$ cat src/rtl/sigdel_pkg.sv
// Shared types and constants for the time-multiplexed sigma-delta scheduler.
// The LFSR items are only used when SIGDEL_DITHER_EN is defined.
package sigdel_pkg;

  typedef enum logic [1:0] {
    ST_IDLE  = 2'd0,
    ST_RUN   = 2'd1,
    ST_CLEAR = 2'd2
  } sched_state_t;

  // Feedback levels of the 1-bit DAC for a W-bit two's complement sample.
  function automatic logic signed [63:0] full_pos(input int w);
    return (64'sd1 <<< (w - 1)) - 64'sd1;
  endfunction

  function automatic logic signed [63:0] full_neg(input int w);
    return -(64'sd1 <<< (w - 1));
  endfunction

  // x^16 + x^14 + x^13 + x^11 + 1 in right-shifting Fibonacci form: taps at bits 0, 2, 3, 5.
  localparam logic [15:0] LFSR_TAPS = 16'h002D;
  localparam logic [15:0] LFSR_SEED = 16'hACE1;

  function automatic logic [15:0] lfsr_next(input logic [15:0] cur);
    return {^(cur & LFSR_TAPS), cur[15:1]};
  endfunction

endpackage

$ cat src/rtl/sigdel_channel_scheduler_if.sv
// Sample write port of the scheduler: valid/ready handshake carrying a channel index and a signed sample.
interface sigdel_channel_scheduler_if #(
  parameter int input_bitwidth = 24,
  parameter int ch_idx_width   = 2
);

  logic                             in_valid;
  logic                             in_ready;
  logic        [ch_idx_width-1:0]   in_channel;
  logic signed [input_bitwidth-1:0] in_data;

  modport master (
    output in_valid,
    output in_channel,
    output in_data,
    input  in_ready
  );

  modport slave (
    input  in_valid,
    input  in_channel,
    input  in_data,
    output in_ready
  );

endinterface

$ cat src/rtl/sigdel_update_core.sv
// Combinational first-order sigma-delta step for one channel: decides the output bit from the
// integrator sign and returns the integrator advanced by (sample - feedback + dither).
module sigdel_update_core
  import sigdel_pkg::*;
#(
  parameter int input_bitwidth = 24
) (
  input  logic signed [input_bitwidth+1:0] integ,
  input  logic signed [input_bitwidth-1:0] sample,
  input  logic                             dither,
  output logic signed [input_bitwidth+1:0] integ_next,
  output logic                             out_bit
);

  localparam int W = input_bitwidth;
  localparam logic signed [W-1:0] FULL_POS = W'(full_pos(W));
  localparam logic signed [W-1:0] FULL_NEG = W'(full_neg(W));

  logic signed [W-1:0] fb;
  logic signed [W:0]   err;
  logic signed [W+1:0] err_dith;

  // NOTE: every output and temporary is assigned on every pass, so no latch can be inferred.
  always_comb begin
    out_bit    = ~integ[W+1];
    fb         = out_bit ? FULL_POS : FULL_NEG;
    err        = {sample[W-1], sample} - {fb[W-1], fb};
    // Widened before the dither add so the +1 on the largest error cannot overflow.
    err_dith   = {err[W], err} + {{(W+1){1'b0}}, dither};
    integ_next = integ + err_dith;
  end

endmodule

$ cat src/rtl/sigdel_channel_scheduler.sv
// Round-robin scheduler sharing one sigma-delta update datapath across num_channels channels.
// Define SIGDEL_DITHER_EN to add a 16-bit LFSR dither bit to each update's error term.
module sigdel_channel_scheduler
  import sigdel_pkg::*;
#(
  parameter int input_bitwidth = 24,
  parameter int num_channels   = 4,
  parameter int ch_idx_width   = 2
) (
  input  logic                      mod_clock,
  input  logic                      mod_reset,
  sigdel_channel_scheduler_if.slave wr,
  input  logic                      run,
  input  logic                      clear,
  output logic [num_channels-1:0]   out_bits,
  output logic                      out_strobe,
  output logic [ch_idx_width-1:0]   slot,
  output logic                      busy
);

  localparam int W = input_bitwidth;
  localparam logic [ch_idx_width-1:0] LAST_SLOT = ch_idx_width'(num_channels - 1);

  sched_state_t      state;
  logic              ready_q;
  logic signed [W-1:0] sample_mem [num_channels];
  logic signed [W+1:0] integ_mem  [num_channels];

  logic                wr_fire;
  logic                dither;
  logic                upd_bit;
  logic signed [W+1:0] integ_next;

  assign wr.in_ready = ready_q;
  assign wr_fire     = wr.in_valid && ready_q;

`ifdef SIGDEL_DITHER_EN
  logic [15:0] lfsr;
  assign dither = lfsr[0];
`else
  assign dither = 1'b0;
`endif

  sigdel_update_core #(
    .input_bitwidth(W)
  ) u_core (
    .integ     (integ_mem[slot]),
    .sample    (sample_mem[slot]),
    .dither    (dither),
    .integ_next(integ_next),
    .out_bit   (upd_bit)
  );

  // NOTE: all state uses non-blocking assignments, so every read in this block sees the pre-edge
  // value; that is what lets a write to the slot being processed still use the old sample.
  always_ff @(posedge mod_clock) begin
    if (mod_reset) begin
      state      <= ST_IDLE;
      slot       <= '0;
      out_bits   <= '0;
      out_strobe <= 1'b0;
      busy       <= 1'b0;
      ready_q    <= 1'b0;
      // NOTE: the per-channel arrays are small register files that must come up zeroed,
      // so they are reset here rather than left to power-up contents.
      for (int c = 0; c < num_channels; c++) begin
        sample_mem[c] <= '0;
        integ_mem[c]  <= '0;
      end
`ifdef SIGDEL_DITHER_EN
      lfsr <= LFSR_SEED;
`endif
    end else begin
      ready_q    <= 1'b1;
      out_strobe <= 1'b0;

      // Indices at or above num_channels are accepted and dropped.
      if (wr_fire && (int'(wr.in_channel) < num_channels)) begin
        sample_mem[wr.in_channel] <= wr.in_data;
      end

      case (state)
        ST_IDLE: begin
          if (clear) begin
            state <= ST_CLEAR;
            slot  <= '0;
            busy  <= 1'b1;
          end else if (run) begin
            state <= ST_RUN;
          end
        end

        ST_RUN: begin
          if (clear) begin
            state <= ST_CLEAR;
            slot  <= '0;
            busy  <= 1'b1;
          end else if (!run) begin
            state <= ST_IDLE;
          end else begin
            integ_mem[slot] <= integ_next;
            out_bits[slot]  <= upd_bit;
            out_strobe      <= (slot == LAST_SLOT);
            slot            <= (slot == LAST_SLOT) ? '0 : slot + 1'b1;
`ifdef SIGDEL_DITHER_EN
            lfsr <= lfsr_next(lfsr);
`endif
          end
        end

        ST_CLEAR: begin
          // One integrator per cycle; a clear pulse arriving here is ignored.
          integ_mem[slot] <= '0;
          if (slot == LAST_SLOT) begin
            slot  <= '0;
            busy  <= 1'b0;
            state <= run ? ST_RUN : ST_IDLE;
          end else begin
            slot <= slot + 1'b1;
          end
        end

        default: begin
          state <= ST_IDLE;
          slot  <= '0;
          busy  <= 1'b0;
        end
      endcase
    end
  end

endmodule

$ cat src/flat_wrapper.sv
// flat-port wrapper written by rule: the top's interface ports become plain ports
module sigdel_channel_scheduler_flat import sigdel_pkg::*;
#(
  parameter int input_bitwidth = 24,
  parameter int num_channels   = 4,
  parameter int ch_idx_width   = 2
)
  (mod_clock, mod_reset, run, clear, out_bits, out_strobe, slot, busy, wr_in_valid, wr_in_channel, wr_in_data, wr_in_ready);
  sigdel_channel_scheduler_if #(.input_bitwidth(input_bitwidth), .ch_idx_width(ch_idx_width)) wr_i ();
  input  logic mod_clock;
  input  logic mod_reset;
  input  logic run;
  input  logic clear;
  output logic [num_channels-1:0] out_bits;
  output logic out_strobe;
  output logic [ch_idx_width-1:0] slot;
  output logic busy;
  input wire logic [$bits(wr_i.in_valid)-1:0] wr_in_valid;
  input wire logic [$bits(wr_i.in_channel)-1:0] wr_in_channel;
  input wire logic [$bits(wr_i.in_data)-1:0] wr_in_data;
  output wire logic [$bits(wr_i.in_ready)-1:0] wr_in_ready;
  assign wr_i.in_valid = wr_in_valid;
  assign wr_i.in_channel = wr_in_channel;
  assign wr_i.in_data = wr_in_data;
  assign wr_in_ready = wr_i.in_ready;
  sigdel_channel_scheduler #(.input_bitwidth(input_bitwidth), .num_channels(num_channels), .ch_idx_width(ch_idx_width)) u_core (.mod_clock(mod_clock), .mod_reset(mod_reset), .wr(wr_i), .run(run), .clear(clear), .out_bits(out_bits), .out_strobe(out_strobe), .slot(slot), .busy(busy));
endmodule
$ cat config.mk
export PLATFORM = sky130hd
export DESIGN_NAME = sigdel_channel_scheduler_flat
export DESIGN_NICKNAME = d
export VERILOG_FILES = /design/src/rtl/sigdel_pkg.sv /design/src/rtl/sigdel_channel_scheduler_if.sv /design/src/rtl/sigdel_update_core.sv /design/src/rtl/sigdel_channel_scheduler.sv /design/src/flat_wrapper.sv
export SDC_FILE = /design/constraint.sdc
export NUM_CORES = 1
export LEC_CHECK = 0
export CAP_MARGIN = 10
export CORE_MARGIN = 1
export CORE_UTILIZATION = 45
export DETAILED_ROUTE_END_ITERATION = 6
export GPL_TIMING_DRIVEN = 0
export PLACE_DENSITY = 0.73
export SLEW_MARGIN = 15
export SYNTH_ARGS = -nofsm -noshare
export SYNTH_HDL_FRONTEND = slang
export SYNTH_SLANG_ARGS = --single-unit
$ cat constraint.sdc
create_clock -name mod_clock -period 6.9 [get_ports mod_clock]
set_input_delay 2.07 -clock mod_clock [delete_from_list [all_inputs] [get_ports mod_clock]]
set_output_delay 2.07 -clock mod_clock [all_outputs]
set_load 0.005 [all_outputs]
# Yosys cells after proc, flatten, opt, wreduce, memory -nomap -nowiden
# Memories as Yosys holds them, arrays and structs flattened. A register that Yosys moved wholly into a read port is not among the register bits.
# Index checks and enable logic that the tools add are counted.
[op_classes]
add_sub_neg = 3
magnitude_cmp = 2
n_eq_ne = 9
mux = 44
n_bitwise = 5
n_reduce_logical = 11
[op_table]
columns = ["cell", "n"]
rows = [
  ["$mux W26", 2],
  ["$mux W24", 2],
  ["$mux W2", 15],
  ["$add A26 B25 Y26", 1],
  ["$reduce_or A26 Y1", 1],
  ["$sub A24 B24 Y25", 1],
  ["$reduce_or A24 Y1", 1],
  ["$mux W1", 20],
  ["$pmux W2 S3", 2],
  ["$ne A3 B3 Y1 const B", 3],
  ["$reduce_and A3 Y1", 2],
  ["$bwmux W4", 1],
  ["$eq A2 B2 Y1 const B", 2],
  ["$ne A2 B1 Y1 const B", 2],
  ["$not A1 Y1", 4],
  ["$reduce_and A2 Y1", 2],
  ["$reduce_or A4 Y1", 1],
  ["$lt A2 B3 Y1 const B", 1],
  ["$add A2 B1 Y2 const B", 1],
  ["$demux W1 S2", 1],
  ["$eq A2 B1 Y1 const B", 1],
  ["$ge A2 B1 Y1 const B", 1],
  ["$logic_and A1 B1 Y1", 2],
  ["$logic_not A2 Y1", 1],
  ["other kinds (4)", 4],
]
[word_totals]
reg_bits = 11
ram_bits = 200
input_bits = 31
output_inout_bits = 9
elab_cells = 82
memories = 2
[mem_list]
columns = ["memory", "words", "word_bits", "rd", "rd_ports_with_merged_regs", "wr", "line", "rtl"]
rows = [
  ["u_core.integ_mem", 4, 26, 1, 1, 4, "sigdel_channel_scheduler.sv:27", "logic signed [W+1:0] integ_mem [num_channels];"],
  ["u_core.sample_mem", 4, 24, 1, 1, 4, "sigdel_channel_scheduler.sv:26", "logic signed [W-1:0] sample_mem [num_channels];"],
]

# Logic depth before layout (Yosys ltp)
[depth]
ltp_word = 8
mapped_depth = 14
depth_no_buf = 12

# Hierarchy
# A second synthesis with hierarchy kept.
[unflattened]
hier_cells = 802
hier_area_um2 = 11352.1
[by_module_without_submodules]
columns = ["mod", "n_inst", "cells_each", "area_per_inst_um2", "seq_area_each_um2"]
rows = [
  ["sigdel_channel_scheduler", 1, 579, 9430.3, 6266.0],
  ["sigdel_update_core", 1, 223, 1921.8, 0.0],
]

# Worst setup path after synthesis
# Ideal clock, no wire load.
[synth_path]
path_kind = "input -> register"
startpoint = "input port clear"
endpoint = "memory u_core.integ_mem[3][0] (netlist name), enable pin"
setup_ps = 445
t_arrival_ps = 4289
required_time_ps = 6455
slack_ps = 2166
cell_stages = 4
path_buffers = 0
path_cell_list = "nor2b_2 > and2_1 > o21ai_1 > o21ai_0"
[synth_lines]
columns = ["element", "line", "rtl"]
rows = [
  ["start: declaration", "flat_wrapper.sv:13", "input logic clear;"],
  ["end: declaration", "sigdel_channel_scheduler.sv:27", ""],
]

==> reports/metrics.yaml <==
place:
  dpl.hpwl_um: 17100
  routabilityCongestion: 0.921
  placed_cell_area_mm2: 0.0121
  port_buffers: 38
clock_network:
  cts_made_buffers: 22
  clkLatencyLatePin_ns: 0.51
  htree_levels: 1
  clkSinkCount: 213
  hold_buffers: 0
  cts_resized: 0
  root_buffer: "clkbuf_16"
  cts_buffer_depth: 3
  cts_tree: "done"
  clk_pin_slew_ns: 0.06
  postCtsSetupRepairBufs: 0
pwr:
  ir_worst_vdd_mv: 0.179
  p_per_area_mw_per_mm2: 259
  p_leak_uw: 0.00469
critical_path:
  r2r_slack_ns: 1.75
  end_kind: "flip-flop"
  cp_num_cells: 12
  path_class: "flip-flop to flip-flop"
  ff2ff_path_depth: 12
  startpoint_type: "flip-flop"
  crit_chain: "buf_1 -> clkbuf_1 -> mux4_2 -> fa_1 -> ha_1 -> buf_2 -> a21oi_1 -> o21ai_1 -> o31ai_1 -> o21ai_0 -> a211oi_2 -> nor3_1"
  critPathMaxFanout: 10
  slowest_stage: "clkbuf_1"
  cp_top_family: "buffers and inverters"
  cp.buffers_inverters: 3
  cp.required_ns: 7.13
  arrival_ns: 5.38
  slowest_delay_ns: 0.70
grt:
  grt_first_pass_wirelength_um: 39200
  gr-usage-all-layers: 0.200
  top_usage_layer: "met2"
  met3_usage: 0.0304
  grt_max_degree: 29
  gr-usage-met2: 0.342
  grt_pass1_vias: 7234
  antenna_found_initial: 0
  overflow: 0
  use_met1: 0.262
route:
  routed_wl_um: 24900
  drc: 0
  vias: 6949
  dr.pass1.iters: 5
  via_per_inst: 5.64
  first_iter_violations: 578
  wl_per_cell_um: 20.2
  ant_nets: 0
synth:
  ys_types: 60
  yosysSeqAreaShare: 0.560
  netlist_instances: 829
  synth-edff-count: 200
  ys_ff_latch: 213
  ys.flop_type: "edfxtp_1"
  syn_nets: 919
  ys_async_sr_fraction: 0
  syn_avg_cell_area_um2: 13.5
  yosys_warnings: 0
  syn_area_mm2: 0.0112
timing:
  rsz0062_at_grt: "no"
  max_freq_ghz: 0.194
  min_period_ns: 5.15
  relSlewSlack: 0.244
  fin_setup_tns_ns: 0
  finalMaxSlewViolations: 0
  setup_violations: 0
  clock_skew_ns: 0.0148
  hold_violations: 0
  tightest_slew_ns: 1.13
  finalCritPeriodShare: 0.746
cells_and_area:
  drive_gt1_frac: 0.138
  area_growth_pct: 14.0
  nets: 984
  postLayoutCellArea_mm2: 0.0127
  fillCellCount: 2046
  insertedDiodeCount: 0
  final_util: 0.524
die:
  die_w_um: 160
  core_area_mm2: 0.0243
  pin_count: 40
  rows: 57
  dieHeight_um: 160
  dieArea_mm2: 0.0255
  start_util: 0.460
job:
  maxCapViolCount: 0
hold_path:
  hold-path-cell-count: 2
  min_path_type: "flip-flop to flip-flop"
run_status:
  status: "complete, no violations"
==> final cells by class <==
cell class	instances	area, um2	share of cell area
multi-input cells	548	4670	0.366
flip-flops and latches	213	6270	0.491
inverters	26	97.6	0.00765
repair buffers	41	448	0.0351
clock buffers	26	587	0.0460
clock inverters	12	87.6	0.00687
well taps	324	405	0.0318
plain buffers	42	191	0.0150
==> routing by layer <==
metal | vias up | share of wire
li1 | 3247 | -
met1 | 3478 | 0.43
met2 | 183 | 0.49
met3 | 41 | 0.050
met4 | 0 | 0.026
met5 | - | 0
==> metrics by stage <==
stage / total power (uW) / worst slack [ns] / cells / hold slack [ns]
6_report: 3300 / 1.75 / 1232 / 0.520
4_1_cts: 3310 / 1.80 / 1232 / 0.526
5_1_grt: 3430 / 1.51 / 1232 / 0.550
2_1_floorplan: 2020 / 2.17 / 829 / 0.507
3_5_place_dp: 2200 / 1.85 / 1194 / 0.511
3_3_place_gp: 2180 / 0.106 / 1191 / 0.504
==> cells in the mapped netlist (all sizes together), types with 4 or more instances <==
cell	n	area share
nor3	48	0.021
dfxtp	13	0.023
or2	6	0.0036
nand2	40	0.013
o211ai	5	0.0034
a311oi	4	0.0031
a21oi	34	0.016
ha	34	0.038
buf	20	0.0097
edfxtp	200	0.54
mux4	50	0.10
o21ai	24	0.011
a21o	12	0.0081
o21a	10	0.0067
inv	25	0.0084
nand2b	4	0.0022
or3	4	0.0022
nand3	4	0.0018
fa	25	0.045
nor2	71	0.024
nor3b	11	0.0074
nand4	6	0.0034
a211oi	12	0.0090
and2	101	0.057
clkbuf	22	0.0074
xnor2	8	0.0063
==> where the power goes <==
part           internal, uW  switching [uW]
Sequential             1470            16.1
Clock                   644             477
Combinational           268             430
Total                  2380             923
==> flip-flops by register name, indices dropped and copies added (netlist names), named ones only <==
| name | cells |
|---|---|
| u_core.sample_mem | 96 |
| u_core.slot | 2 |
| u_core.out_strobe | 1 |
| u_core.state | 2 |
| u_core.integ_mem | 104 |
| u_core.wr.in_ready | 1 |
| u_core.busy | 1 |
| u_core.out_bits | 4 |
==> layout by cell type, fill, tap and decap left out, drive strengths merged, types with 4 or more instances in the layout <==
| cell | n |
|---|---|
| edfxtp | 200 |
| nor2 | 71 |
| clkinv | 10 |
| and2 | 101 |
| nand2b | 4 |
| fa | 25 |
| inv | 26 |
| o21a | 10 |
| nand2 | 40 |
| clkbuf | 48 |
| a21o | 12 |
| or2 | 6 |
| mux4 | 50 |
| or3 | 4 |
| ha | 34 |
| a311oi | 4 |
| nor3 | 48 |
| o211ai | 5 |
| a211oi | 12 |
| nand3 | 4 |
| a21oi | 34 |
| buf | 23 |
| clkdlybuf4s50 | 38 |
| xnor2 | 8 |
| nor3b | 11 |
| dfxtp | 13 |
| nand4 | 6 |
| o21ai | 24 |
==> worst register-to-register path: stages, from the launching register on <==
cell and delay, ns:
dfxtp_1 0.55, buf_1 0.63, clkbuf_1 0.70, mux4_2 0.47, fa_1 0.50, ha_1 0.30, buf_2 0.17, a21oi_1 0.28
o21ai_1 0.22, o31ai_1 0.37, o21ai_0 0.26, a211oi_2 0.35, nor3_1 0.09
==> cell families (layout without fill, tap and decap cells) <==
kind of cell	count (synthesis)	count (layout)	share of synthesized area
AOI/OAI and AO/OA	124	124	0.0790
xor gates and xnor gates	10	10	0.00783
adders and majority gates	59	59	0.0828
buffers and inverters	68	147	0.0258
DFF	213	213	0.560
muxes	52	52	0.103
and+or+nand+nor	303	303	0.141
==> final timing paths <==
check	start	to
min	u_core.out_bits[1]	u_core.out_bits[1]
min reg2reg	u_core.out_bits[1]	u_core.out_bits[1]
max reg2reg	flip-flop	u_core.integ_mem[3][25]
max	flip-flop	u_core.integ_mem[3][25]
No activity file was read; power rests on OpenSTA's default activity.
